`src/rtl/uart_tx_fifo.sv`:
```
// UART transmitter fed by a small FIFO: valid/ready byte input, LSB-first frames on txd,
// one bit per synchronised rising edge of the baud clock clkbps.
module uart_tx_fifo #(
  parameter int DEPTH    = 4,
  parameter int DATAW    = 8,
  parameter int PARITY   = 0,
  parameter int STOPBITS = 1
) (
  input  logic                       clk,
  input  logic                       nrst,
  input  logic                       clkbps,
  input  logic [DATAW-1:0]           tx_data,
  input  logic                       tx_valid,
  output logic                       tx_ready,
  output logic                       txd,
  output logic                       busy,
  output logic [$clog2(DEPTH):0]     fifo_count
);

  localparam int AW = $clog2(DEPTH);
  localparam int CW = $clog2(DEPTH) + 1;
  localparam int BW = (DATAW > 1) ? $clog2(DATAW) : 1;
  localparam logic [CW-1:0] CNT_FULL  = CW'(DEPTH);
  localparam logic [CW-1:0] CNT_ZERO  = CW'(0);
  localparam logic [CW-1:0] CNT_ONE   = CW'(1);
  localparam logic [AW-1:0] PTR_ONE   = AW'(1);
  localparam logic [BW-1:0] BIT_ZERO  = BW'(0);
  localparam logic [BW-1:0] BIT_ONE   = BW'(1);
  localparam logic [BW-1:0] LAST_BIT  = BW'(DATAW - 1);
  localparam logic          LAST_STOP = (STOPBITS == 2) ? 1'b1 : 1'b0;

  typedef enum logic [2:0] {
    IDLE  = 3'd0,
    START = 3'd1,
    DATA  = 3'd2,
    PAR   = 3'd3,
    STOP  = 3'd4
  } state_t;

  function automatic logic parity_f(input logic [DATAW-1:0] d);
    logic p;
    p = ^d;
    if (PARITY == 2) begin
      parity_f = ~p;
    end else begin
      parity_f = p;
    end
  endfunction

  logic             bps_meta_r, bps_sync_r, bps_prev_r;
  logic             bit_tick_s;
  logic [DATAW-1:0] mem_r [DEPTH];
  logic [AW-1:0]    wptr_r, rptr_r;
  logic [CW-1:0]    count_r, count_nxt_s;
  logic             push_s, load_s;
  logic             ready_r, busy_r;
  state_t           state_r, state_nxt_s;
  logic [DATAW-1:0] shreg_r, shreg_nxt_s;
  logic [BW-1:0]    bitcnt_r, bitcnt_nxt_s;
  logic             stopcnt_r, stopcnt_nxt_s;
  logic             par_r, par_nxt_s;
  logic             txd_r, txd_nxt_s;

  assign bit_tick_s = bps_sync_r & ~bps_prev_r;
  assign push_s     = tx_valid & ready_r;
  assign tx_ready   = ready_r;
  assign txd        = txd_r;
  assign busy       = busy_r;
  assign fifo_count = count_r;

  // baud clock synchroniser and edge history
  always_ff @(posedge clk or negedge nrst) begin
    if (!nrst) begin
      bps_meta_r <= 1'b0;
      bps_sync_r <= 1'b0;
      bps_prev_r <= 1'b0;
    end else begin
      bps_meta_r <= clkbps;
      bps_sync_r <= bps_meta_r;
      bps_prev_r <= bps_sync_r;
    end
  end

  // FIFO storage; reset clears it so an aborted frame leaves nothing behind
  always_ff @(posedge clk or negedge nrst) begin
    if (!nrst) begin
      for (int i = 0; i < DEPTH; i++) mem_r[i] <= '0;
    end else if (push_s) begin
      mem_r[wptr_r] <= tx_data;
    end
  end

  // occupancy after this cycle's push/pop
  always_comb begin
    count_nxt_s = count_r;
    case ({push_s, load_s})
      2'b10:   count_nxt_s = count_r + CNT_ONE;
      2'b01:   count_nxt_s = count_r - CNT_ONE;
      default: count_nxt_s = count_r;
    endcase
  end

  // FIFO pointers, count and the status outputs derived from the next count
  always_ff @(posedge clk or negedge nrst) begin
    if (!nrst) begin
      wptr_r  <= '0;
      rptr_r  <= '0;
      count_r <= CNT_ZERO;
      ready_r <= 1'b1;
      busy_r  <= 1'b0;
    end else begin
      if (push_s) wptr_r <= wptr_r + PTR_ONE;
      if (load_s) rptr_r <= rptr_r + PTR_ONE;
      count_r <= count_nxt_s;
      ready_r <= (count_nxt_s != CNT_FULL);
      busy_r  <= (state_nxt_s != IDLE) | (count_nxt_s != CNT_ZERO);
    end
  end

  // frame sequencer: all movement happens on bit_tick only
  always_comb begin
    state_nxt_s   = state_r;
    shreg_nxt_s   = shreg_r;
    bitcnt_nxt_s  = bitcnt_r;
    stopcnt_nxt_s = stopcnt_r;
    par_nxt_s     = par_r;
    txd_nxt_s     = txd_r;
    load_s        = 1'b0;
    if (bit_tick_s) begin
      case (state_r)
        IDLE: begin
          if (count_r != CNT_ZERO) begin
            load_s      = 1'b1;
            shreg_nxt_s = mem_r[rptr_r];
            par_nxt_s   = parity_f(mem_r[rptr_r]);
            txd_nxt_s   = 1'b0;
            state_nxt_s = START;
          end else begin
            txd_nxt_s   = 1'b1;
          end
        end
        START: begin
          txd_nxt_s    = shreg_r[0];
          shreg_nxt_s  = {1'b0, shreg_r[DATAW-1:1]};
          bitcnt_nxt_s = BIT_ZERO;
          state_nxt_s  = DATA;
        end
        DATA: begin
          if (bitcnt_r != LAST_BIT) begin
            txd_nxt_s    = shreg_r[0];
            shreg_nxt_s  = {1'b0, shreg_r[DATAW-1:1]};
            bitcnt_nxt_s = bitcnt_r + BIT_ONE;
          end else if (PARITY != 0) begin
            txd_nxt_s    = par_r;
            state_nxt_s  = PAR;
          end else begin
            txd_nxt_s     = 1'b1;
            stopcnt_nxt_s = 1'b0;
            state_nxt_s   = STOP;
          end
        end
        PAR: begin
          txd_nxt_s     = 1'b1;
          stopcnt_nxt_s = 1'b0;
          state_nxt_s   = STOP;
        end
        STOP: begin
          if (stopcnt_r != LAST_STOP) begin
            stopcnt_nxt_s = stopcnt_r + 1'b1;
            txd_nxt_s     = 1'b1;
          end else if (count_r != CNT_ZERO) begin
            // next frame starts straight after the last stop bit
            load_s      = 1'b1;
            shreg_nxt_s = mem_r[rptr_r];
            par_nxt_s   = parity_f(mem_r[rptr_r]);
            txd_nxt_s   = 1'b0;
            state_nxt_s = START;
          end else begin
            txd_nxt_s   = 1'b1;
            state_nxt_s = IDLE;
          end
        end
        default: begin
          txd_nxt_s   = 1'b1;
          state_nxt_s = IDLE;
        end
      endcase
    end else begin
      load_s = 1'b0;
    end
  end

  // sequencer state and registered line output
  always_ff @(posedge clk or negedge nrst) begin
    if (!nrst) begin
      state_r   <= IDLE;
      shreg_r   <= '0;
      bitcnt_r  <= BIT_ZERO;
      stopcnt_r <= 1'b0;
      par_r     <= 1'b0;
      txd_r     <= 1'b1;
    end else begin
      state_r   <= state_nxt_s;
      shreg_r   <= shreg_nxt_s;
      bitcnt_r  <= bitcnt_nxt_s;
      stopcnt_r <= stopcnt_nxt_s;
      par_r     <= par_nxt_s;
      txd_r     <= txd_nxt_s;
    end
  end

endmodule

```
`config.mk`:
```
export PLATFORM = sky130hd
export DESIGN_NAME = uart_tx_fifo
export DESIGN_NICKNAME = d
export VERILOG_FILES = /design/src/rtl/uart_tx_fifo.sv
export SDC_FILE = /design/constraint.sdc
export NUM_CORES = 1
export LEC_CHECK = 0
export ABC_CLOCK_PERIOD_IN_PS = 4200
export CORE_UTILIZATION = 57
export DETAILED_ROUTE_END_ITERATION = 10
export PLACE_DENSITY = 0.82
export SLEW_MARGIN = 20
export SYNTH_ARGS = -nofsm -noshare
export SYNTH_HDL_FRONTEND = slang
export SYNTH_SLANG_ARGS = --single-unit
```
`constraint.sdc`:
```
create_clock -name clk -period 4.2 [get_ports clk]
set_clock_uncertainty 0.2 [all_clocks]
set_input_delay 0.42 -clock clk [delete_from_list [all_inputs] [get_ports clk]]
set_output_delay 0.42 -clock clk [all_outputs]
set_load 0.1 [all_outputs]
```
# After elaboration in Yosys (flattened, before gate mapping)
# Index checks and enable logic that the tools add are counted.
[word_totals]
ff_bits = 60
out_inout_bits = 6
elab_cells = 84
[classes]
add_sub_neg = 6
magnitude_cmp = 3
n_eq_ne = 11
mux = 30
n_bitwise = 6
reduce_logical = 11
[ops]
columns = ["cell", "count"]
rows = [
  ["8-bit 2-to-1 mux", 6],
  ["32-bit bitwise mux", 1],
  ["8-bit case mux with 4 select lines", 1],
  ["8-bit binary-select mux with 2-bit select", 1],
  ["8-bit demux with 2-bit select", 1],
  ["3-bit 2-to-1 mux", 5],
  ["3-bit case mux with 5 select lines", 1],
  ["3-bit case mux with 2 select lines", 2],
  ["3-bit nonzero test", 4],
  ["1-bit 2-to-1 mux", 9],
  ["3-bit by 1-bit adder with 3-bit output (second input constant)", 2],
  ["3-bit by 2-bit equality test with 1-bit output (second input constant)", 2],
  ["3-bit greater-or-equal comparator (second input constant)", 2],
  ["2-bit != test (second input constant)", 3],
  ["3-bit != test (second input constant)", 2],
  ["2-bit NOT with 3-bit output", 2],
  ["3-bit AND reduction", 2],
  ["2-bit by 1-bit adder with 2-bit output (second input constant)", 2],
  ["1-bit case mux with 4 select lines", 1],
  ["4-bit AND reduction", 1],
  ["4-bit nonzero test", 1],
  ["3-bit by 1-bit equality test with 1-bit output (second input constant)", 1],
  ["3-bit equality test (second input constant)", 1],
  ["3-bit zero test", 1],
  ["12 further kinds", 13],
]

# Depth between registers and ports, before layout
# Gate-level depths: netlist of the first run.
[depth]
word_depth = 9
ltp_mapped = 9

# Least setup slack after synthesis of the first run
# No wires, ideal clock.
[synth_timing]
path_type = "reg2reg"
startpoint = "register count_r[0] (netlist: fifo_count[0])"
endpoint = "register busy_r (netlist: busy)"
t_arrival_ps = 2822
required_time_ps = 3862
path_slack_ps = 1040
path_stages_with_launch = 9
cell_sequence = "dfrtp_1 nor3_2 nor3_2 ha_1 fa_1 nor2_1 a22o_1 o211ai_1 or4_1"
[synth_between]
elab_chain_len = 9
elab_cells_between_ends = 18
classes_between = "add/sub: 2; eq/ne: 2; mux: 10; bitwise: 1; reduce/logical: 3"
[synth_lines]
columns = ["item", "line_no", "rtl"]
rows = [
  ["start, declared", "54", "logic [CW-1:0] count_r, count_nxt_s;"],
  ["start signal, assigned", "114", "count_r <= count_nxt_s;"],
  ["3-bit nonzero test", "132, 171", ""],
  ["1-bit 2-to-1 mux", "132, 171", ""],
  ["1-bit 2-to-1 mux", "168", "if (stopcnt_r != LAST_STOP) begin"],
  ["1-bit case mux with 2 select lines", "130", "case (state_r)"],
  ["1-bit 2-to-1 mux", "129", "if (bit_tick_s) begin"],
  ["2-bit by 1-bit equality test with 1-bit output or 2-bit equality test (tied branches)", "96", "case ({push_s, load_s})"],
  ["3-bit case mux with 2 select lines", "96", ""],
  ["3-bit nonzero test", "116", "busy_r <= (state_nxt_s != IDLE) | (count_nxt_s != CNT_ZERO);"],
  ["1-bit OR (*)", "116", ""],
  ["end signal, assigned", "116", ""],
  ["end, declared", "56", "logic ready_r, busy_r;"],
]
# Every way passes the cells marked *; elsewhere a longest branch is shown, timed or not.
# A chain may end at the register's enable or synchronous reset.

# Worst setup path in the final report of the first run
[layout_timing]
startpoint = "register state_r[1]"
endpoint = "register busy_r (netlist: busy)"
[layout_between]
elab_chain_len = 7
elab_cells_between_ends = 18
classes_between = "eq/ne: 6; mux: 8; bitwise: 1; reduce/logical: 3"
[layout_lines]
columns = ["item", "line_no", "rtl"]
rows = [
  ["start, declared", "57", "state_t state_r, state_nxt_s;"],
  ["start signal, assigned", "203", "state_r <= state_nxt_s;"],
  ["3-bit equality test or 3-bit zero test (tied branches)", "130", ""],
  ["1-bit case mux with 2 select lines", "130", ""],
  ["1-bit 2-to-1 mux", "129", ""],
  ["2-bit by 1-bit equality test with 1-bit output or 2-bit equality test (tied branches)", "96", ""],
  ["3-bit case mux with 2 select lines", "96", ""],
  ["3-bit nonzero test", "116", ""],
  ["1-bit OR (*)", "116", ""],
]
# Marked as above.

==> results of run 1 <==
[per-layer routing]
| layer | part of all wire (%) | GRT usage, % | vias up | routed length, um |
|---|---|---|---|---|
| met1 | 43 | 27.0 | 807 | 2070 |
| met2 | 52 | 37.9 | 23 | 2520 |
| met3 | 1.9 | 4.64 | 12 | 92 |
| met4 | 2.5 | 11.5 | 0 | 121 |
| met5 | 0 | 0 | - | 0 |
| li1 | - | - | 704 | - |
[registers in the layout, indices dropped and copies added, names as in the netlist]
signal      cells
rptr_r          2
bitcnt_r        3
state_r         3
busy            1
wptr_r          2
fifo_count      3
tx_ready        1
txd             1
mem_r          32
bps_prev_r      1
shreg_r         8
bps_sync_r      1
bps_meta_r      1
[cell usage after synthesis (2+ instances only)]
cell | count | area [sq um]
mux2_4 | 7 | 105
xnor2_1 | 5 | 43.8
mux2_2 | 44 | 495
buf_6 | 2 | 22.5
nand3_1 | 4 | 20.0
and3_1 | 2 | 12.5
o211ai_1 | 2 | 15.0
mux4_2 | 7 | 158
o21ai_1 | 2 | 10.0
clkbuf_1 | 2 | 7.51
clkbuf_8 | 2 | 27.5
buf_4 | 2 | 15.0
inv_1 | 4 | 15.0
nor3_2 | 2 | 20.0
dfstp_2 | 2 | 52.6
ha_1 | 7 | 87.6
nor2_1 | 7 | 26.3
dfrtp_1 | 57 | 1430
a21oi_1 | 2 | 10.0
nand2_1 | 7 | 26.3
xor2_1 | 2 | 17.5
[path summary, 6_finish.rpt]
path | start | endpoint | slack [ns] | cells after the start
worst max-delay path | state_r[1] | busy | 1.38 | 8
max in group asynchronous | nrst | mem_r[21] | 3.31 | 2
min in group clk | bps_meta_r | bps_sync_r | 0.15 | 0
worst min register to register | bps_meta_r | bps_sync_r | 0.15 | 0
worst min-delay path | nrst | bitcnt_r[2] | 0.02 | 2
worst max register to register | state_r[1] | busy | 1.38 | 8
[layout make-up]
type / instances / share of cell area [%]
timing repair buffer: 18 / 5.62
sequential: 59 / 48.1
clock buffer: 13 / 4.85
multi-input combinational: 114 / 38.8
tap: 52 / 2.12
inverter: 4 / 0.489
[critical path: stages, from the launching register on]
cell      delay [ns]
dfrtp_1         0.47
or2_1           0.27
nor3_2          0.29
ha_1            0.27
fa_1            0.44
nor2_1          0.10
a22o_1          0.15
o211ai_1        0.08
or4_1           0.41
[cells by family (layout without fill, tap and decap cells)]
group           count (synthesis)  in the layout
flops                          59             59
xor+xnor                        7              7
simple gates                   29             29
compound gates                 11             11
fa+ha+maj                       8              8
buf+inv                        12             35
mux                            59             59
[power groups by stage]
stage / clock network (mW) / logic [mW] / registers, mW
3_5_place_dp: 0 / 1.11 / 1.06
6_report: 0.414 / 1.11 / 1.05
2_1_floorplan: 0 / 0.834 / 1.11
3_3_place_gp: 0 / 1.05 / 1.03
4_1_cts: 0.421 / 1.12 / 1.05
5_1_grt: 0.448 / 1.19 / 1.09
==> summary.txt, run 1 <==
Sw Share - 36.2%
Post-CTS Hold Buffers - 0
Syn avg cell area - 14.9 sq um
Register area - 1480 sq um
Kind of end point of the critical path - register
Synth Area in Adders - 3.90%
Final Cycle Share - 67.2%
Post-route ant nets - 0
Initial antenna violation count - 0
Grt total ovfl - 0
Hold Vio Cnt, Final - 0
Root buffer cell - clkbuf_8
Largest net degree at the start of global routing - 60
Clk pin slew, worst setup/hold paths - 0.06 ns
Initial Utilization - 61.2%
Clock share of power - 16.0%
Combinational share of power - 43.1%
CP arrival - 2.82 ns
Total Power - 2.58 mW
Total CTS buffers - 9
H-Tree Level Count - 3
Synth-to-Final Area Change - 11.4%
Main combinational cell family by area after synthesis - multiplexers
Multiplexer area fraction after synthesis - 28.4%
Clock buffer depth - 2
Seq/Total Area, Yosys - 53.6%
Chip width - 71.6 um
Path type of the worst min-delay path - primary input to async pin
I/O Buffers - 17
Worst-skew pair later-pin latency - 0.33 ns
Setup crit start kind - register
Hold_ws - 0.0218 ns
Commonest non-fill, non-tap cell in the layout - dfrtp_1
DR DRC count - 0
Top_reg_cell synth - dfrtp_1
Yosys reg bits - 59
Max Clock Freq - 354 MHz
Core footprint - 4500 sq um
Synth Instances - 185
Max_slew headroom - 34.4%
RSZ-0062 raised after global routing - false
Area of the multi-input gates - 1190 sq um
Final core occ - 68.2%
Yosys cell types - 35
Clock period minus worst slack - 2.82 ns
Fraction of the mapped netlist area in simple logic gates - 5.90%
Placed Instances - 247
Final setup fails - 0
Total clock sinks - 59
Place WS - 1.24 ns
P_int - 1.64 mW
HPWL Detailed - 3.29 mm
DP Area - 2920 sq um
EDFF count, synth - 0
Fin area - 3070 sq um
Site Rows - 24
Asr flop ratio synth - 100%
First-pass GRT wire length - 8.17 mm
Post-CTS setup buffers - 0
Power share of the sequential group - 40.9%
Max Cap Viol - 0
Status - complete, no violations
Commonest cells after routing, fill and taps aside - dfrtp_1, mux2_2, clkdlybuf4s50_1
Synth warnings - 0
Fin cells - 260
Least-Margin Pin Slew - 0.981 ns
Fraction of layout cells with a size suffix above 1 - 37.0%
Post_cts resized - 0
Routed WL - 4.80 mm
I/O Pins - 18
Power Density - 839 nW/um^2
Die area - 5120 sq um
Total GRT Usage - 22.3%
Worst path required time - 4.19 ns
Via count - 1,546
Complex-gate fraction of the synthesized area - 2.72%
Final Worst Setup Slack - 1.38 ns
Critical setup path kind - register to register
Setup TNS - 0 ns
Slew Limit Fails - 0
Die Height - 71.6 um
Routability Congestion - 0.784
Starting DRT DRC Count - 94
WL/cell - 18.5 um
CTS tree - yes
Crit-path max FO - 10
Peak supply drop - 401 uV
Vias in the first global route - 1,676
Fill cell count - 302
Final layout net count - 226
Xor/xnor share of the synthesized area - 2.22%
Antenna diodes - 0
Psw - 933 uW
Mean number of vias per cell - 5.95
Mapped cell area - 2760 sq um
Leakage - 1.34 nW
Drt pass-1 iters - 4
Mapped Nets - 205
No activity file was read; power rests on OpenSTA's default activity.
==> inputs of run 2 (changes only) <==
--- a/config.mk
+++ b/config.mk
@@ -5,7 +5,7 @@
 export SDC_FILE = /design/constraint.sdc
 export NUM_CORES = 1
 export LEC_CHECK = 0
-export ABC_CLOCK_PERIOD_IN_PS = 4200
+export ABC_CLOCK_PERIOD_IN_PS = 2900
 export CORE_UTILIZATION = 57
 export DETAILED_ROUTE_END_ITERATION = 10
 export PLACE_DENSITY = 0.82
==> constraint.sdc (replaced) <==
create_clock -name clk -period 2.9 [get_ports clk]
set_clock_uncertainty 0.2 [all_clocks]
set_input_delay 0.29 -clock clk [delete_from_list [all_inputs] [get_ports clk]]
set_output_delay 0.29 -clock clk [all_outputs]
set_load 0.1 [all_outputs]
==> run 2 against run 1 <==
  * Final area rose by 2.2%
  * Register-to-register slack got worse by 1.2 ns
  * First-iteration DRC count rose by 12%
  * Count of clock-buffer cells in the layout fell by 3
  * Sequential share of layout area fell by 0.82 points
  * Critical path depth did not move
  * Worst hold slack improved by 0.14 ns
  * Die area did not move
  * Global-route usage rose by 0.096 points
  * Highest routed layer unchanged
==> summary.txt, run 2 (same netlist as run 1, synthesis figures left out) <==
Status - complete, no violations (unchanged)
Final layout net count - 230 (was 226)
Post_cts resized - 0 (unchanged)
Fin area - 3140 sq um (was 3070 sq um)
I/O Pins - 18 (unchanged)
Kind of end point of the critical path - register (unchanged)
RSZ-0062 raised after global routing - false (unchanged)
Final setup fails - 0 (unchanged)
WL/cell - 18.3 um (was 18.5 um)
Max Clock Freq - 362 MHz (was 354 MHz)
Initial antenna violation count - 0 (unchanged)
Root buffer cell - clkbuf_8 (unchanged)
Chip width - 71.6 um (unchanged)
H-Tree Level Count - 3 (unchanged)
DR DRC count - 0 (unchanged)
Fraction of layout cells with a size suffix above 1 - 44.2% (was 37.0%)
Core footprint - 4500 sq um (unchanged)
Post-CTS setup buffers - 0 (unchanged)
Largest net degree at the start of global routing - 60 (unchanged)
Path type of the worst min-delay path - register to register (was primary input to async pin)
DP Area - 2940 sq um (was 2920 sq um)
Final core occ - 69.7% (was 68.2%)
CTS tree - yes (unchanged)
Largest register FFs - 32 (unchanged)
Total clock sinks - 59 (unchanged)
Leakage - 1.39 nW (was 1.34 nW)
Peak supply drop - 559 uV (was 401 uV)
Synth-to-Final Area Change - 13.9% (was 11.4%)
Mean number of vias per cell - 5.86 (was 5.95)
I/O Buffers - 17 (unchanged)
Routed WL - 4.89 mm (was 4.80 mm)
Clk pin slew, worst setup/hold paths - 0.06 ns (about the same)
Hold Vio Cnt, Final - 0 (unchanged)
Drt pass-1 iters - 4 (unchanged)
Grt total ovfl - 0 (unchanged)
Worst path required time - 2.89 ns (was 4.19 ns)
Setup TNS - 0 ns (unchanged)
Worst-skew pair later-pin latency - 0.33 ns (about the same)
Fill cell count - 307 (was 302)
Largest Register - mem_r (unchanged)
Max_slew headroom - 51.0% (was 34.4%)
Least-Margin Pin Slew - 0.735 ns (was 0.981 ns)
Initial Utilization - 61.2% (unchanged)
HPWL Detailed - 3.40 mm (was 3.29 mm)
Register area - 1490 sq um (was 1480 sq um)
Die area - 5120 sq um (unchanged)
CP arrival - 2.76 ns (was 2.82 ns)
Total CTS buffers - 9 (unchanged)
Setup crit start kind - register (unchanged)
Clock buffer depth - 2 (unchanged)
Crit-path max FO - 5 (was 10)
Area of the multi-input gates - 1190 sq um (unchanged)
Largest registers - mem_r (32), shreg_r (8) (unchanged)
Commonest non-fill, non-tap cell in the layout - dfrtp_1 (unchanged)
Starting DRT DRC Count - 105 (was 94)
Final Cycle Share - 95.2% (was 67.2%)
Critical setup path kind - register to register (unchanged)
Site Rows - 24 (unchanged)
Routability Congestion - 0.807 (was 0.784)
Power Density - 1230 nW/um^2 (was 839 nW/um^2)
Slew Limit Fails - 0 (unchanged)
Post-route ant nets - 0 (unchanged)
Clock period minus worst slack - 2.76 ns (was 2.82 ns)
Max Cap Viol - 0 (unchanged)
Antenna diodes - 0 (unchanged)
First-pass GRT wire length - 8.40 mm (was 8.17 mm)
Commonest cells after routing, fill and taps aside - dfrtp_1, mux2_2, clkbuf_8, clkdlybuf4s50_1, buf_4 (was dfrtp_1, mux2_2, clkdlybuf4s50_1)
Vias in the first global route - 1,727 (was 1,676)
Total GRT Usage - 22.4% (was 22.3%)
Via count - 1,564 (was 1,546)
Die Height - 71.6 um (unchanged)
## run 2: worst paths after layout
path                            slack, ns  cells after the start       endpoint        from
worst min-delay path                 0.16                      0     bps_sync_r  bps_meta_r
worst max register to register       0.14                      8           busy  bps_prev_r
worst max-delay path                 0.14                      8           busy  bps_prev_r
worst min register to register       0.16                      0     bps_sync_r  bps_meta_r
min in group asynchronous            0.45                      3           busy        nrst
max in group asynchronous            1.53                      3  fifo_count[1]        nrst
## run 2: cell type report
type / instances / share of cell area [%]
Clock buffer: 10 / 4.38
Clock inverter: 6 / 1.75
Inverter: 4 / 0.478
Multi-Input combinational cell: 114 / 37.9
Sequential cell: 59 / 47.3
Tap cell: 52 / 2.07
Timing Repair Buffer: 22 / 6.06
## run 2: timing repair
item,4_1_cts,5_1_grt
hold endpoints to repair,57,0
hold buffers,1,0
endpoints found under the setup margin,0,0
## run 2: routing by layer
layer  up-vias  wire length (um)  GRT usage (%)
met3         9               129           4.78
met5         -                 0              0
li1        720                 -              -
met2        27              2480           36.9
met4         0                64           11.3
met1       808              2210           28.2
## run 2: worst max-delay path, stage by stage, from the launching register on
cell and delay (ns):
dfrtp_1 0.37, nand2b_1 0.22, nor3_2 0.39, ha_1 0.28, fa_1 0.44, nor2_1 0.10
a22o_1 0.15, o211ai_1 0.08, or4_1 0.40
## run 2: through the flow
step,cells,total power [mW],hold WS [ns],setup WS (ns)
after global routing,267,4.09,0.171,0.00357
after CTS,267,3.89,0.172,0.131
after global placement,250,3.03,0.135,0.223
after floorplan,185,2.82,-0.206,0.0304
after detailed placement,250,3.16,0.155,0.132
final,267,3.86,0.165,0.139
## run 2: report_power, final
group          total [mW]  internal [mW]  switching, mW
sequential           1.52           1.21          0.306
clock               0.713          0.412          0.301
combinational        1.63          0.860          0.766
==> inputs of run 3 (changes only) <==
--- a/config.mk
+++ b/config.mk
@@ -6,9 +6,11 @@
 export NUM_CORES = 1
 export LEC_CHECK = 0
 export ABC_CLOCK_PERIOD_IN_PS = 2900
-export CORE_UTILIZATION = 57
+export CORE_MARGIN = 3
+export CORE_UTILIZATION = 50
 export DETAILED_ROUTE_END_ITERATION = 10
-export PLACE_DENSITY = 0.82
+export DONT_BUFFER_PORTS = 1
+export PLACE_DENSITY = 0.7
 export SLEW_MARGIN = 20
 export SYNTH_ARGS = -nofsm -noshare
 export SYNTH_HDL_FRONTEND = slang
==> run 3 against run 2 <==
  * Count of clock-buffer cells in the layout is 1 higher
  * Critical endpoint unchanged
  * Maximum frequency is 4.9% higher
  * Final cell count is 4.9% higher
  * Critical path type unchanged
  * Combinational power is 7% lower
  * Final area is 0.20% lower
  * Non-clock buffer count is 5 lower
  * Setup slack better by 0.13 ns
  * Largest power group is now sequential cells
==> summary.txt, run 3 (same netlist as run 1, synthesis figures left out) <==
Setup TNS - 0 ns (unchanged)
Chip width - 80.3 um (was 71.6 um)
I/O Buffers - 0 (was 17)
Slowest CP cell - dfrtp_1 (was fa_1)
Worst R2R Path Depth - 8 (unchanged)
Peak supply drop - 616 uV (was 559 uV)
Site Rows - 26 (was 24)
Post-route ant nets - 0 (unchanged)
Die Height - 80.3 um (was 71.6 um)
Worst-skew pair later-pin latency - 0.33 ns (about the same)
Crit path max-delay family - simple AND/OR/NAND/NOR gates (unchanged)
CP cell instances - or2_1 > nor3_2 > ha_1 > fa_1 > nor2_1 > a22o_1 > o211ai_1 > or4_1 (was nand2b_1 > nor3_2 > ha_1 > fa_1 > nor2_1 > a22o_1 > o211ai_1 > or4_1)
Path type of the worst min-delay path - register to register (unchanged)
Post-CTS setup buffers - 0 (unchanged)
Final layout net count - 225 (was 230)
Slew Limit Fails - 0 (unchanged)
Via count - 1,497 (was 1,564)
Total GRT Usage - 17.2% (was 22.4%)
RSZ-0062 raised after global routing - false (unchanged)
Hold_ws - 0.153 ns (was 0.165 ns)
Largest net degree at the start of global routing - 60 (unchanged)
Total CTS buffers - 9 (unchanged)
Root buffer cell - clkbuf_8 (unchanged)
Synth-to-Final Area Change - 13.7% (was 13.9%)
Largest register FFs - 32 (unchanged)
Leakage - 1.37 nW (was 1.39 nW)
DP Area - 2820 sq um (was 2940 sq um)
Crit-path max FO - 10 (was 5)
H-Tree Level Count - 3 (unchanged)
Total clock sinks - 59 (unchanged)
Initial Utilization - 53.0% (was 61.2%)
Max_slew headroom - 41.9% (was 51.0%)
CTS tree - yes (unchanged)
Clock period minus worst slack - 2.63 ns (was 2.76 ns)
Clock buffer depth - 2 (unchanged)
Routability Congestion - 0.862 (was 0.807)
Final core occ - 60.2% (was 69.7%)
Commonest non-fill, non-tap cell in the layout - dfrtp_1 (unchanged)
Mean number of vias per cell - 5.35 (was 5.86)
HPWL Detailed - 3.15 mm (was 3.40 mm)
Drt pass-1 iters - 4 (unchanged)
Kind of end point of the critical path - register (unchanged)
Vias in the first global route - 1,657 (was 1,727)
Starting DRT DRC Count - 38 (was 105)
Worst Hold End - bps_sync_r (unchanged)
Fraction of layout cells with a size suffix above 1 - 42.9% (was 44.2%)
Power Density - 1190 nW/um^2 (was 1230 nW/um^2)
Buf+Inv Stages, Crit Path - 0 (unchanged)
Grt total ovfl - 0 (unchanged)
Final setup fails - 0 (unchanged)
Max Clock Freq - 380 MHz (was 362 MHz)
CP arrival - 2.64 ns (was 2.76 ns)
Setup crit start kind - register (unchanged)
Hold depth - 0 (unchanged)
Critical setup path kind - register to register (unchanged)
Clk pin slew, worst setup/hold paths - 0.06 ns (about the same)
Least-Margin Pin Slew - 0.873 ns (was 0.735 ns)
Worst path required time - 2.90 ns (was 2.89 ns)
Fin area - 3130 sq um (was 3140 sq um)
Max Cap Viol - 0 (unchanged)
Status - complete, no violations (unchanged)
Reg2reg setup slack - 0.27 ns (was 0.14 ns)
Largest Register - mem_r (unchanged)
Initial antenna violation count - 0 (unchanged)
Routed WL - 4.60 mm (was 4.89 mm)
I/O Pins - 18 (unchanged)
Core footprint - 5200 sq um (was 4500 sq um)
First-pass GRT wire length - 8.02 mm (was 8.40 mm)
Worst flop-to-flop path startpoint - state_r[1] (was bps_prev_r)
Final Cycle Share - 90.8% (was 95.2%)
Worst reg2reg path endpoint - busy (unchanged)
Antenna diodes - 0 (unchanged)
WL/cell - 16.4 um (was 18.3 um)
Hold Vio Cnt, Final - 0 (unchanged)
DR DRC count - 0 (unchanged)
Die area - 6440 sq um (was 5120 sq um)
Largest registers - mem_r (32), shreg_r (8) (unchanged)
Total Power - 3.73 mW (was 3.86 mW)
Min-Delay Startpoint - bps_meta_r (unchanged)
Critical Path Max Stage Delay - 0.47 ns (was 0.44 ns)
Commonest cells after routing, fill and taps aside - dfrtp_1, mux2_2, clkbuf_8, dlygate4sd3_1 (was dfrtp_1, mux2_2, clkbuf_8, clkdlybuf4s50_1, buf_4)
Post_cts resized - 0 (unchanged)
[run 3: stage by stage]
| stage | setup slack, ns | instances |
|---|---|---|
| after floorplan | 0.0304 | 185 |
| after global placement | 0.343 | 252 |
| after detailed placement | 0.271 | 252 |
| after CTS | 0.262 | 280 |
| after global routing | 0.113 | 280 |
| final | 0.267 | 280 |
[run 3: area by class of cell]
cell class | instances | area (sq um)
Tap cell | 70 | 87.6
Fill cell | 400 | 2070
Clock buffer | 11 | 151
Clock inverter | 5 | 27.5
Inverter | 4 | 15.0
Timing Repair Buffer | 17 | 175
Multi-Input combinational cell | 114 | 1190
Sequential cell | 59 | 1490
[run 3: worst max path at each step]
stage,startpoint,endpoint,depth (start not counted)
4_1_cts,state_r[1],busy,8
3_3_place_gp,state_r[1],busy,8
2_1_floorplan,tx_ready,busy,8
5_1_grt,state_r[1],busy,8
6_report,state_r[1],busy,8
3_5_place_dp,state_r[1],busy,8
[run 3: power by group]
group          switching [mW]  leakage [nW]  internal [mW]
Clock                   0.310        0.0949          0.350
Sequential              0.343         0.701           1.21
Combinational           0.679         0.571          0.834
[run 3: worst reg2reg max path, delay by kind of cell, from the launching register on]
kind                     cells  cell delay (ns)
flip-flops                   1             0.47
AND/OR/NAND/NOR              4             0.93
AO/OA/AOI/OAI                2             0.23
adder cells (fa/ha/maj)      2             0.67
[run 3: routing by layer]
layer / global-route usage, % / share of wire (%) / wire length [um] / vias up
li1: - / - / - / 707
met1: 20.7 / 44 / 2030 / 755
met2: 27.3 / 49 / 2270 / 28
met3: 5.27 / 4.1 / 189 / 7
met4: 9.63 / 2.2 / 103 / 0
met5: 0 / 0 / 0 / -
[run 3: repair_timing]
item	in CTS	in global routing
endpoints found under the setup margin	0	0
endpoints found under the hold margin	93	0
hold buffers	12	0
